**config.mk**
```make
export PLATFORM = sky130hd
export DESIGN_NAME = seg_scan_driver
export DESIGN_NICKNAME = d
export VERILOG_FILES = /design/src/rtl/seg_pkg.sv /design/src/rtl/seg_decode.sv /design/src/rtl/seg_scan_driver.sv
export SDC_FILE = /design/constraint.sdc
export NUM_CORES = 1
export LEC_CHECK = 0
export BUFFER_PORTS_ARGS = -buffer_cell sky130_fd_sc_hd__buf_2
export CAP_MARGIN = 25
export CORE_MARGIN = 5
export CORE_UTILIZATION = 40
export CTS_CLUSTER_SIZE = 40
export DETAILED_ROUTE_END_ITERATION = 10
export GPL_TIMING_DRIVEN = 0
export PLACE_DENSITY = 0.67
export SLEW_MARGIN = 30
export SYNTH_ARGS = -nofsm -noshare
export SYNTH_HDL_FRONTEND = slang
export SYNTH_HIERARCHICAL = 1
export SYNTH_SLANG_ARGS = --single-unit
```
**constraint.sdc**
```tcl
create_clock -name clk -period 2.8 [get_ports clk]
set_input_delay 0.56 -clock clk [delete_from_list [all_inputs] [get_ports clk]]
set_output_delay 0.56 -clock clk [all_outputs]
set_load 0.005 [all_outputs]
```
**src/rtl/seg_pkg.sv**
```systemverilog
// seg_pkg: shared codes, segment patterns and the 16-entry decode table
package seg_pkg;
  localparam logic [3:0] CODE_BLANK = 4'd10;
  localparam logic [3:0] CODE_MINUS = 4'd11;
  localparam logic [6:0] SEG_OFF    = 7'h7F;
  localparam logic [6:0] SEG_MINUS  = 7'h3F;
  // active-low g..a; entry 15 first, entry 0 last
  localparam logic [15:0][6:0] SEG_TABLE = {
    SEG_OFF, SEG_OFF, SEG_OFF, SEG_OFF, SEG_MINUS, SEG_OFF,
    7'h10, 7'h00, 7'h78, 7'h02, 7'h12, 7'h19, 7'h30, 7'h24, 7'h79, 7'h40
  };
endpackage

```
**src/rtl/seg_decode.sv**
```systemverilog
// seg_decode: combinational digit code to active-low segment pattern
module seg_decode
  import seg_pkg::*;
(
  input  logic [3:0] code,
  output logic [6:0] pattern
);
  assign pattern = SEG_TABLE[code];
endmodule

```
**src/rtl/seg_scan_driver.sv**
```systemverilog
// seg_scan_driver: 4-digit multiplexed 7-segment scanner with tear-free update and blink
module seg_scan_driver
  import seg_pkg::*;
#(
  parameter int SCAN_DIV     = 50000,
  parameter int BLINK_FRAMES = 64
) (
  input  logic       clk,
  input  logic       rst,
  input  logic [3:0] dig6,
  input  logic [3:0] dig4,
  input  logic [3:0] dig2,
  input  logic [3:0] dig1,
  input  logic       load,
  input  logic [3:0] blink_mask,
  output logic [6:0] seg,
  output logic [3:0] an,
  output logic       frame_tick
);
  localparam int PW = $clog2(SCAN_DIV);
  localparam int BW = $clog2(BLINK_FRAMES + 1);
  logic [PW-1:0]   presc;
  logic [1:0]      idx;
  logic [BW-1:0]   bcnt;
  logic            phase;
  logic [3:0]      mask_q;
  logic [3:0][3:0] pend, disp;
  logic [15:0]     din;
  logic            slot_end, wrap;
  logic [3:0]      code;
  logic [6:0]      pat;
  assign din      = {dig6, dig4, dig2, dig1};
  assign slot_end = presc == PW'(SCAN_DIV - 1);
  assign wrap     = slot_end && idx == 2'd3;
  assign code     = (phase && mask_q[idx]) ? CODE_BLANK : disp[idx];
  seg_decode u_dec (.code(code), .pattern(pat));
  always_ff @(posedge clk) begin
    if (rst) begin
      presc      <= '0;
      idx        <= '0;
      bcnt       <= '0;
      phase      <= 1'b0;
      mask_q     <= '0;
      frame_tick <= 1'b0;
      an         <= 4'hF;
      seg        <= SEG_OFF;
      pend       <= {4{CODE_BLANK}};
      disp       <= {4{CODE_BLANK}};
    end else begin
      presc      <= slot_end ? '0 : presc + 1'b1;
      frame_tick <= wrap;
      an         <= (presc < PW'(2)) ? 4'hF : ~(4'b0001 << idx);
      seg        <= pat;
      if (slot_end) begin
        idx    <= idx + 2'd1;
        mask_q <= blink_mask;
      end
      if (load) pend <= din;
      // a load on the wrap edge bypasses pending so the new frame shows it
      if (wrap) begin
        disp  <= load ? din : pend;
        bcnt  <= (bcnt == BW'(BLINK_FRAMES - 1)) ? '0 : bcnt + 1'b1;
        phase <= (bcnt == BW'(BLINK_FRAMES - 1)) ? ~phase : phase;
      end
    end
  end
endmodule

```
==> metrics <==
Slew HR 54.4%; Max Slew Vio Count 0; via count 2,510; Hold Crit Endpoint disp[12]$_SDFFE_PP0P_; hold slack 453 ps; Net Sw Frac 20.0%; CTS Sinks 74; hold path startpoint disp[12]$_SDFFE_PP0P_; Reg2Reg Setup Slack 180 ps; HPWL after DPL 4710 um; Worst EP required 3030 ps; max_cap viols 0; largest area contributor in the netlist dfxtp_1; Distinct cells, synth 39; Total GRT Usage 13.7%; postcts setup bufs 0; critical path peak fanout 7; clk_lat worst skew 340 ps; Syn Area/Cell 9.39 um2; Seq/Total Area, Yosys 45.3%; register bit total from synthesis 74; setup TNS 0 ps; Nets 427; Die Y-Extent 100 um; Root Buffer clkbuf_8; PwrDens 565 nW/um2; Final period util 93.7%; final-report setup violation count 0; status finished, final reports clean; Async SR Flop Fraction 0%; CP cell instances buf_4 > mux4_2 > and2_1 > or2_2 > inv_1 > ha_1 > inv_1 > o21ai_1 > a21oi_1 > or2_2; CTS tree yes; DRC viols 0; most frequent cell after synthesis dfxtp_1; Ports 35; endpoint type of the worst setup path flop; main flop type after synthesis dfxtp_1; cts bufs inserted 9; FP Rows 33; number of global-route vias before repair 2,430; 1st-pass router iterations 4; Synth top area share 45.3%; first-pass GRT wire length 11,200 um; drt total wl 6530 um; Synth area leaders dfxtp_1 45%, nor2_1 5.4%, mux2i_1 5.2%; critical path launch point type flop; synth warn 6; achievable frequency 381 MHz; Setup CP Type flop to flop; Clk pwr share 45.8%; Core Area 8090 um2; Syn Inst Count 348; post-synth net total 383; Sequential Power Share 50.1%; vias per inst 5.01; reg2reg path depth 10; wire length per cell 13.0 um; CTS H-tree lvls 3; die span in x 100 um; Slew @ Worst Pin 684 ps; combinational cell fraction of total power 4.0%; Post-synth top cells 74 x dfxtp_1, 47 x nor2_1, 17 x mux2i_1, 16 x nand3_1; Worst-path clk slew 80 ps; initial antenna violation count 0; Reg2Reg Launch Point idx[0]$_SDFFE_PP0P_; Max VDD drop 0.277 mV; Hold Crit Class flop to flop; Bufs on Longest Clock Path 2; crit path DAT 2860 ps; Lkg Pwr 0.00145 uW; Antenna Cells 0; RR Endpoint seg[5]$_SDFF_PP1_; NetSw 431 uW; Critical-path top delay cell mux4_2; Hold Crit Depth 2; GPL Wtd Cong 0.766; crit-path max cell delay 500 ps; Initial DRC Count 140; largest net degree at the start of global routing 13; GRT Residual Overflow 0; final hold vios 0; crit path from idx[0]$_SDFFE_PP0P_; share of cells above drive strength 1 20.5%; EDFF count, synth 0; Pint 1720 uW; Synth Cell Area 3270 um2; Starting Density 40.4%; remaining antenna violation count 0; fin crit period 2620 ps; fin area 3810 um2; die area 10,100 um2; IO buf count 33; area of placed instances 3570 um2; skew final 8.91 ps; unrepaired setup endpoints after global routing no; synth-to-layout area growth 16.5%
[routing by layer]
layer,vias up,wire length (um),global-route usage (%)
met5,-,0,0
met4,0,86,4.35
met3,7,235,3.61
met2,36,3170,22.7
met1,1182,3030,17.4
li1,1285,-,-
[power groups by stage]
| stage | Sequential, uW | Combinational (uW) | Clock, uW |
|---|---|---|---|
| after floorplan | 1100 | 55.2 | 0 |
| after global placement | 1100 | 86.0 | 0 |
| final | 1080 | 86.9 | 986 |
| after CTS | 1080 | 88.6 | 1010 |
| after detailed placement | 1100 | 88.1 | 0 |
| after global routing | 1080 | 99.0 | 1060 |
[critical path, delay by kind of cell (launching register included)]
family	cells	cell delay, ps
compound gates	2	180
fa+ha+maj	1	190
buf+inv	3	400
flops	1	380
mux	1	500
simple gates	3	880
[flip-flops by register name (all words and copies together), names as in the netlist, 2 cells and up]
register and flops:
an 4, bcnt 7, disp 16, idx 2, mask_q 4, pend 16, presc 16, seg 7
[worst max-delay path by stage]
stage | cells after the start | slack, ps | end
detailed placement | 10 | -140 | seg[5]$_SDFF_PP1_
CTS | 10 | 60 | seg[5]$_SDFF_PP1_
global route | 10 | 10 | seg[5]$_SDFF_PP1_
floorplan | 10 | 220 | seg[5]$_SDFF_PP1_
finish | 10 | 180 | seg[5]$_SDFF_PP1_
global placement | 9 | -110 | seg[1]$_SDFF_PP1_
[through the flow]
| stage | worst slack (ps) | util (%) | cells | power [uW] |
|---|---|---|---|---|
| detailed placement | -144 | 44.1 | 486 | 1190 |
| finish | 176 | 47.1 | 501 | 2150 |
| CTS | 59.9 | 47.0 | 501 | 2180 |
| global route | 9.53 | 47.1 | 501 | 2240 |
| floorplan | 217 | - | 348 | 1160 |
| global placement | -114 | 44.1 | 486 | 1190 |
[layout by cell type, fill, tap and decap left out, types with 2 or more instances in the layout]
| master | instances |
|---|---|
| dfxtp_1 | 74 |
| nor2_1 | 47 |
| buf_2 | 35 |
| mux2i_1 | 17 |
| nand3_1 | 16 |
| nand2_1 | 15 |
| a21oi_1 | 15 |
| nor2b_1 | 13 |
| xnor2_1 | 13 |
| clkbuf_1 | 12 |
| nor4_1 | 12 |
| ha_1 | 12 |
| inv_1 | 11 |
| or2_2 | 11 |
| nand4_1 | 10 |
| nand2b_1 | 10 |
| clkbuf_8 | 10 |
| mux2_2 | 9 |
| o21ai_0 | 9 |
| a211o_1 | 8 |
| mux4_2 | 5 |
| nor3_1 | 4 |
| bufinv_16 | 3 |
| buf_4 | 2 |
| buf_1 | 2 |
| or4_4 | 2 |
| a31oi_1 | 2 |
| or4_1 | 2 |
[cell families (layout without fill, tap and decap cells)]
kind of cell / Yosys count / after routing / synth area share (%)
multiplexers: 31 / 31 / 11.7
buffers and inverters: 30 / 78 / 3.87
AO/OA/AOI/OAI: 39 / 39 / 7.31
XOR/XNOR: 14 / 14 / 3.75
flip-flops: 74 / 74 / 45.3
adder cells (fa/ha/maj): 12 / 12 / 4.59
AND/OR/NAND/NOR: 148 / 148 / 23.4
[what timing repair did]
| action | in CTS | in global routing |
|---|---|---|
| hold buffers | 0 | 0 |
| endpoints found under the setup margin | 7 | 5 |
| resized for setup | 1 | 3 |
[area by class of cell]
type | count | area [um2]
fillers | 812 | 4280
multi-input cells | 244 | 1660
flip-flops and latches | 74 | 1480
clock buffers | 10 | 138
plain buffers | 19 | 88.8
repair buffers | 33 | 165
well taps | 105 | 131
inverters | 11 | 41.3
clock inverters | 5 | 103
No activity file was read; power rests on OpenSTA's default activity.
